$ cat config.mk
export PLATFORM = sky130hd
export DESIGN_NAME = codemem_loader
export DESIGN_NICKNAME = d
export VERILOG_FILES = /design/src/rtl/codemem_loader_pkg.sv /design/src/rtl/codemem_loader.sv
export SDC_FILE = /design/constraint.sdc
export NUM_CORES = 1
export LEC_CHECK = 0
export BUFFER_PORTS_ARGS = -buffer_cell sky130_fd_sc_hd__buf_4
export CAP_MARGIN = 40
export CORE_AREA = 2 2 68 70
export DETAILED_ROUTE_END_ITERATION = 12
export DIE_AREA = 0 0 70 72
export HOLD_SLACK_MARGIN = 0.12
export PLACE_DENSITY = 0.75
export SYNTH_ARGS = -nofsm -noshare
export SYNTH_HDL_FRONTEND = slang
export SYNTH_SLANG_ARGS = --single-unit
$ cat constraint.sdc
create_clock -name clock -period 1.9 [get_ports clock]
set_input_delay 0.38 -clock clock [delete_from_list [all_inputs] [get_ports clock]]
set_output_delay 0.38 -clock clock [all_outputs]
set_load 0.02 [all_outputs]
$ cat src/rtl/codemem_loader_pkg.sv
// Shared constants and state encoding for the code-memory program loader.
// The StCsum state exists only when LOADER_CHECKSUM_EN is defined.
package codemem_loader_pkg;

    localparam int unsigned CODEMEM_DEPTH = 64;
    localparam int unsigned CODEMEM_AW    = 6;
    localparam int unsigned INSTR_W       = 16;

    typedef enum logic [2:0] {
        StIdle  = 3'd0,
        StCount = 3'd1,
        StHi    = 3'd2,
        StLo    = 3'd3,
`ifdef LOADER_CHECKSUM_EN
        StCsum  = 3'd4,
`endif
        StFin   = 3'd5
    } loader_state_e;

    // Count byte 0 and anything above the memory depth both mean a full load.
    function automatic logic [CODEMEM_AW:0] clamp_count(input logic [7:0] cnt);
        if (cnt == 8'd0 || cnt > 8'(CODEMEM_DEPTH)) begin
            return (CODEMEM_AW + 1)'(CODEMEM_DEPTH);
        end
        return cnt[CODEMEM_AW:0];
    endfunction

endpackage

$ cat src/rtl/codemem_loader.sv
// Byte-stream program loader driving the 64 x 16 code-memory write port.
// Define LOADER_CHECKSUM_EN to require a trailing 8-bit sum byte after the data.
module codemem_loader
    import codemem_loader_pkg::*;
#(
    parameter logic [CODEMEM_AW-1:0] BASE_ADDR = '0
) (
    input  logic                  clock,
    input  logic                  reset_n,
    input  logic                  start,
    input  logic                  abort,
    input  logic [7:0]            byte_in,
    input  logic                  byte_valid,
    output logic                  byte_ready,
    output logic                  c1,
    output logic [CODEMEM_AW-1:0] write_select,
    output logic [INSTR_W-1:0]    inp,
    output logic                  busy,
    output logic                  done,
    output logic                  error
);

    loader_state_e         state_q, state_d;
    logic [CODEMEM_AW:0]   words_left_q, words_left_d;
    logic [CODEMEM_AW-1:0] addr_q, addr_d;
    logic [7:0]            hi_q, hi_d;
    logic                  c1_q, c1_d;
    logic [CODEMEM_AW-1:0] wsel_q, wsel_d;
    logic [INSTR_W-1:0]    inp_q, inp_d;
    logic                  done_q, done_d;
    logic                  error_q, error_d;
    logic                  ready;
    logic                  accept;
`ifdef LOADER_CHECKSUM_EN
    logic [7:0]            sum_q, sum_d;
`endif

    always_comb begin
        state_d      = state_q;
        words_left_d = words_left_q;
        addr_d       = addr_q;
        hi_d         = hi_q;
        c1_d         = 1'b0;
        wsel_d       = wsel_q;
        inp_d        = inp_q;
        done_d       = 1'b0;
        error_d      = error_q;
        ready        = 1'b0;
`ifdef LOADER_CHECKSUM_EN
        sum_d        = sum_q;
`endif

        unique case (state_q)
            StCount, StHi, StLo: ready = 1'b1;
`ifdef LOADER_CHECKSUM_EN
            StCsum:              ready = 1'b1;
`endif
            default:             ready = 1'b0;
        endcase
        accept = byte_valid && ready;

        unique case (state_q)
            StIdle: begin
                // done_q still high means the previous load is not yet fully retired
                if (start && !done_q) begin
                    state_d = StCount;
                    error_d = 1'b0;
                end
            end
            StCount: begin
                if (accept) begin
                    words_left_d = clamp_count(byte_in);
                    addr_d       = BASE_ADDR;
                    state_d      = StHi;
`ifdef LOADER_CHECKSUM_EN
                    sum_d        = 8'd0;
`endif
                end
            end
            StHi: begin
                if (accept) begin
                    hi_d    = byte_in;
                    state_d = StLo;
`ifdef LOADER_CHECKSUM_EN
                    sum_d   = sum_q + byte_in;
`endif
                end
            end
            StLo: begin
                if (accept) begin
                    c1_d         = 1'b1;
                    wsel_d       = addr_q;
                    inp_d        = {hi_q, byte_in};
                    addr_d       = addr_q + 1'b1;
                    words_left_d = words_left_q - 1'b1;
`ifdef LOADER_CHECKSUM_EN
                    sum_d        = sum_q + byte_in;
                    state_d      = (words_left_q == (CODEMEM_AW + 1)'(1)) ? StCsum : StHi;
`else
                    state_d      = (words_left_q == (CODEMEM_AW + 1)'(1)) ? StFin : StHi;
`endif
                end
            end
`ifdef LOADER_CHECKSUM_EN
            StCsum: begin
                if (accept) begin
                    if (byte_in != sum_q) begin
                        error_d = 1'b1;
                    end
                    state_d = StFin;
                end
            end
`endif
            StFin: begin
                done_d  = 1'b1;
                state_d = StIdle;
            end
            default: state_d = StIdle;
        endcase

        // Abort wins over everything, including a coincident low-byte write.
        if (abort && state_q != StIdle) begin
            state_d = StIdle;
            error_d = 1'b1;
            c1_d    = 1'b0;
            done_d  = 1'b0;
            wsel_d  = wsel_q;
            inp_d   = inp_q;
        end
    end

    always_ff @(posedge clock or negedge reset_n) begin
        if (!reset_n) begin
            state_q      <= StIdle;
            words_left_q <= '0;
            addr_q       <= '0;
            hi_q         <= '0;
            c1_q         <= 1'b0;
            wsel_q       <= '0;
            inp_q        <= '0;
            done_q       <= 1'b0;
            error_q      <= 1'b0;
        end else begin
            state_q      <= state_d;
            words_left_q <= words_left_d;
            addr_q       <= addr_d;
            hi_q         <= hi_d;
            c1_q         <= c1_d;
            wsel_q       <= wsel_d;
            inp_q        <= inp_d;
            done_q       <= done_d;
            error_q      <= error_d;
        end
    end

`ifdef LOADER_CHECKSUM_EN
    always_ff @(posedge clock or negedge reset_n) begin
        if (!reset_n) begin
            sum_q <= '0;
        end else begin
            sum_q <= sum_d;
        end
    end
`endif

    assign byte_ready   = ready;
    assign c1           = c1_q;
    assign write_select = wsel_q;
    assign inp          = inp_q;
    // busy covers the done cycle so the CPU hold drops only after completion is signalled
    assign busy         = (state_q != StIdle) || done_q;
    assign done         = done_q;
    assign error        = error_q;

endmodule

; Word level (Yosys, flattened, before mapping)
; Index checks and enable logic that the tools add are counted.
[classes]
reduce_logical = 18
div_mod_pow = 0
magnitude_cmp = 1
shifts = 0
n_bitwise = 1
n_addsub = 2
multipliers = 0
muxes = 27
eq_ne = 11
[op_table]
columns = cell, count
row1 = 2-to-1 mux 7 bit, 4
row2 = 2-to-1 mux 3 bit, 6
row3 = one-hot mux 7 bit (2 select lines), 1
row4 = 2-to-1 mux 1 bit, 12
row5 = 2-to-1 mux 6 bit, 2
row6 = != test 3 bit (second input constant), 4
row7 = one-hot mux 3 bit (4 select lines), 1
row8 = one-hot mux 6 bit (2 select lines), 1
row9 = > comparator 8 x 7 -> 1 bit (second input constant), 1
row10 = logical NOT 8 bit, 1
row11 = equality test 7 x 1 -> 1 bit (second input constant), 1
row12 = subtractor 7 x 1 -> 7 bit (second input constant), 1
row13 = adder 6 x 1 -> 6 bit (second input constant), 1
row14 = equality test 3 x 2 -> 1 bit (second input constant), 2
row15 = AND reduction 3 bit, 2
row16 = nonzero test 2 bit, 3
row17 = != test 2 bit (second input constant), 2
row18 = AND reduction 2 bit, 2
row19 = AND reduction 4 bit, 1
row20 = equality test 3 x 1 -> 1 bit (second input constant), 1
row21 = equality test 3 bit (second input constant), 1
row22 = logical AND 1 bit, 3
row23 = logical NOT 3 bit, 1
row24 = nonzero test 3 bit, 1
row25 = other kinds (4), 5
[word_totals]
latchBits = 0
romBits = 0
inputBits = 13
memories = 0
out_inout_bits = 27
elab_cells = 69
ramBits = 0
ff_bits = 49

; Longest topological paths before layout
[depth]
word_depth = 9
depth_mapped = 6
ltp_nobuf = 6

; Worst setup path before layout
; Ideal clock, no wire load.
[synth_timing]
path_kind = reg2out
start = reg state_q[1]
end = out busy
path_buffers = 1
stages_incl_launch_ff = 3
t_required_ns = 1.520
arrival_ns = 1.194
setup_slack_ns = 0.326
cell_sequence = dfrtp_1 buf_2 or4_1
[synth_via]
elab_chain_len = 2
[synth_rtl]
columns = item, line
row1 = from (decl), codemem_loader.sv:23  ; loader_state_e state_q, state_d;
row2 = from (signal assigned), codemem_loader.sv:134  ; state_q <= StIdle;
row3 = from (signal assigned), codemem_loader.sv:144  ; state_q <= state_d;
row4 = nonzero test 3 bit, codemem_loader.sv:171  ; assign busy = (state_q != StIdle) || done_q;
row5 = logical OR 1 bit, codemem_loader.sv:171
row6 = to (decl), codemem_loader.sv:18  ; output logic busy,
; No other way between the ends.

; Worst setup path after layout
; Ends and elaborated chain as after synthesis.

==> metrics.cfg <==
[status]
status=finished, final reports clean

[sta]
finalWorstSetupSlack_ns=0.06671
finClkSkew_ns=0.004150
setup-tns-final_ns=0
rsz0062_at_grt=no
slew-limit-headroom_pct=59.34
fmax_mhz=545.5
setup_viol=0
tightest_slew_ns=0.6099
slew_violations=0
fin_crit_ns=1.833
timing.final.crit_share_pct=96.49
hold_viol=0

[synth]
postSynth.asyncResetShare_pct=100.0
synth_top_area_cell=dfrtp_1
synth_area_leaders=dfrtp_1, mux2_4, mux2_2
synthesis.area_um2=2312
synth_top_area_share_pct=53.03
syn_inst=180
synth_warnings=0
syn_nets=196
yosysMostFrequentCell=dfrtp_1
ys_seq_area_share_pct=53.03
synth_edf_count=0
synth_cell_types=39
syn-mean-instance-area_um2=12.85
synthTopCellsByCount=dfrtp_1, mux2_4, nand2_1, mux2_2, o21ai_0
synth_ff_type=dfrtp_1
ys_ff_latch=49

[route]
antenna_left=0
drc=0
routed_wl_um=4618
vias_per_cell=5.677
num_vias=1601
initialDrtViolationCount=104
wl_per_cell_um=16.38
drtPass1Iterations=4

[cts]
clock-sinks=49
cts_root_buffer=clkbuf_8
cts_tree=yes
clock_latency_ns=0.30
clock_path_buffers=2
cts.reportedPaths.clkPinSlew_ns=0.09
h-tree-depth=2
cts_inserted_buffers=5

[worst_hold_path]
hp-class=in2reg

[die]
start_util_pct=54.23
fp.coreArea_um2=4264
die_h_um=72
rows=24
die_w_um=70
boundaryPins=40
die_area_um2=5040

[critical_path]
cp-end-kind=output port
critPathLaunchType=flop
cp_data_arrival_time_ns=1.45
required_ns=1.52
worst-path-max-fanout=12
critPathKind=reg2out

[placed_design]
place_congestion=0.9223
io_buffers=39
dpl_worst_slack_ns=0.1640
hpwl_um=3285

[layout]
drive_gt1_share_pct=40.43
nets=245
antenna_cells=0
area_growth_pct=21.97

[power_and_ir_drop]
p_per_area_nw_per_um2=1285
leakage_uw=0.001343
ir_worst_vdd_uv=736.1
power.total_uw=3625

[grt]
grt_max_degree=50
grt_use_total_pct=19.81
grt_pass1_wl_um=7852
overflow=0
grt_pass1_vias=1623
antenna_found_initial=0

[job]
drv_cap=0

[final cells by class]
class / instances / area (um^2)
fillers: 350 / 1444
flip-flops and latches: 49 / 1227
multi-input cells: 120 / 1010
repair buffers: 48 / 379.1
clock buffers: 6 / 82.58
well taps: 52 / 65.06
clock inverters: 2 / 37.54
inverters: 5 / 18.77
[layer usage]
| metal | routed length, um | share of wire, % | GRT usage, % |
|---|---|---|---|
| met5 | 0 | 0 | 0 |
| met4 | 83 | 1.8 | 9.188 |
| met3 | 175 | 3.8 | 2.917 |
| met2 | 2235 | 48 | 32.80 |
| met1 | 2124 | 46 | 26.11 |
[cell families (layout without fill, tap and decap cells)]
| group | after synthesis | count (layout) | share of synthesized area (%) |
|---|---|---|---|
| AOI/OAI and AO/OA | 29 | 29 | 8.496 |
| DFF | 49 | 49 | 53.03 |
| and+or+nand+nor | 56 | 56 | 14.83 |
| muxes | 32 | 32 | 18.56 |
| adders and majority gates | 3 | 3 | 1.624 |
| buffers and inverters | 11 | 61 | 3.463 |
[report_power, final]
part	switching, uW	leakage, uW	internal [uW]	total [uW]
Sequential	248	0.000648	1340	1590
Clock	345	0.0000574	428	773
Combinational	621	0.000638	643	1260
Total	1210	0.00134	2410	3630
[critical path, cell delays in order (launching register included)]
cell and delay (ns):
dfrtp_2 0.51, or4_4 0.51, buf_6 0.15
[flip-flops by register name (all words and copies together) (netlist names)]
| signal | flops |
|---|---|
| error | 1 |
| inp | 16 |
| words_left_q | 7 |
| done | 1 |
| write_select | 6 |
| state_q | 3 |
| hi_q | 8 |
| c1 | 1 |
| addr_q | 6 |
[stage by stage]
stage	cell area (um^2)	hold slack [ns]	utilization, %	std cells
2_1_floorplan	2312	0.08441	-	180
3_3_place_gp	2681	0.4297	62.88	273
3_5_place_dp	2681	0.4304	62.88	273
4_1_cts	2831	0.3279	66.40	283
5_1_grt	2820	0.3285	66.14	282
6_report	2820	0.3310	66.14	282
[layout by cell type (no fill, tap or decap), types with 2 or more instances in the layout]
master,instances
nor3_1,6
and3_1,2
nand3_1,5
o311ai_0,5
ha_1,3
mux2_4,19
dfrtp_1,48
mux2_2,11
nand2b_1,2
nor2_1,8
nand3b_1,6
o21ai_0,10
nand2_1,13
a21oi_1,6
inv_1,5
clkbuf_8,6
nor2b_1,2
a2111oi_0,2
buf_4,45
mux2i_1,2
[worst paths after layout]
| check | startpoint | to | slack (ns) | cells after the start |
|---|---|---|---|---|
| max | state_q[1] | busy | 0.07 | 2 |
| max in group asynchronous | reset_n | state_q[1] | 0.84 | 2 |
| min | abort | done | 0.33 | 2 |
| min in group asynchronous | reset_n | addr_q[3] | 0.63 | 2 |
| max reg2reg | state_q[2] | inp[8] | 0.16 | 5 |
| min reg2reg | hi_q[7] | inp[15] | 0.51 | 1 |
[repair_timing]
| action | 4_1_cts | 5_1_grt |
|---|---|---|
| setup buffers | 1 | 0 |
| hold endpoints to repair | 49 | 0 |
| endpoints found under the setup margin | 1 | 1 |
| resized for setup | 4 | 0 |
| hold buffers | 1 | 0 |
Note: power is estimated with default switching activity, not from simulation.
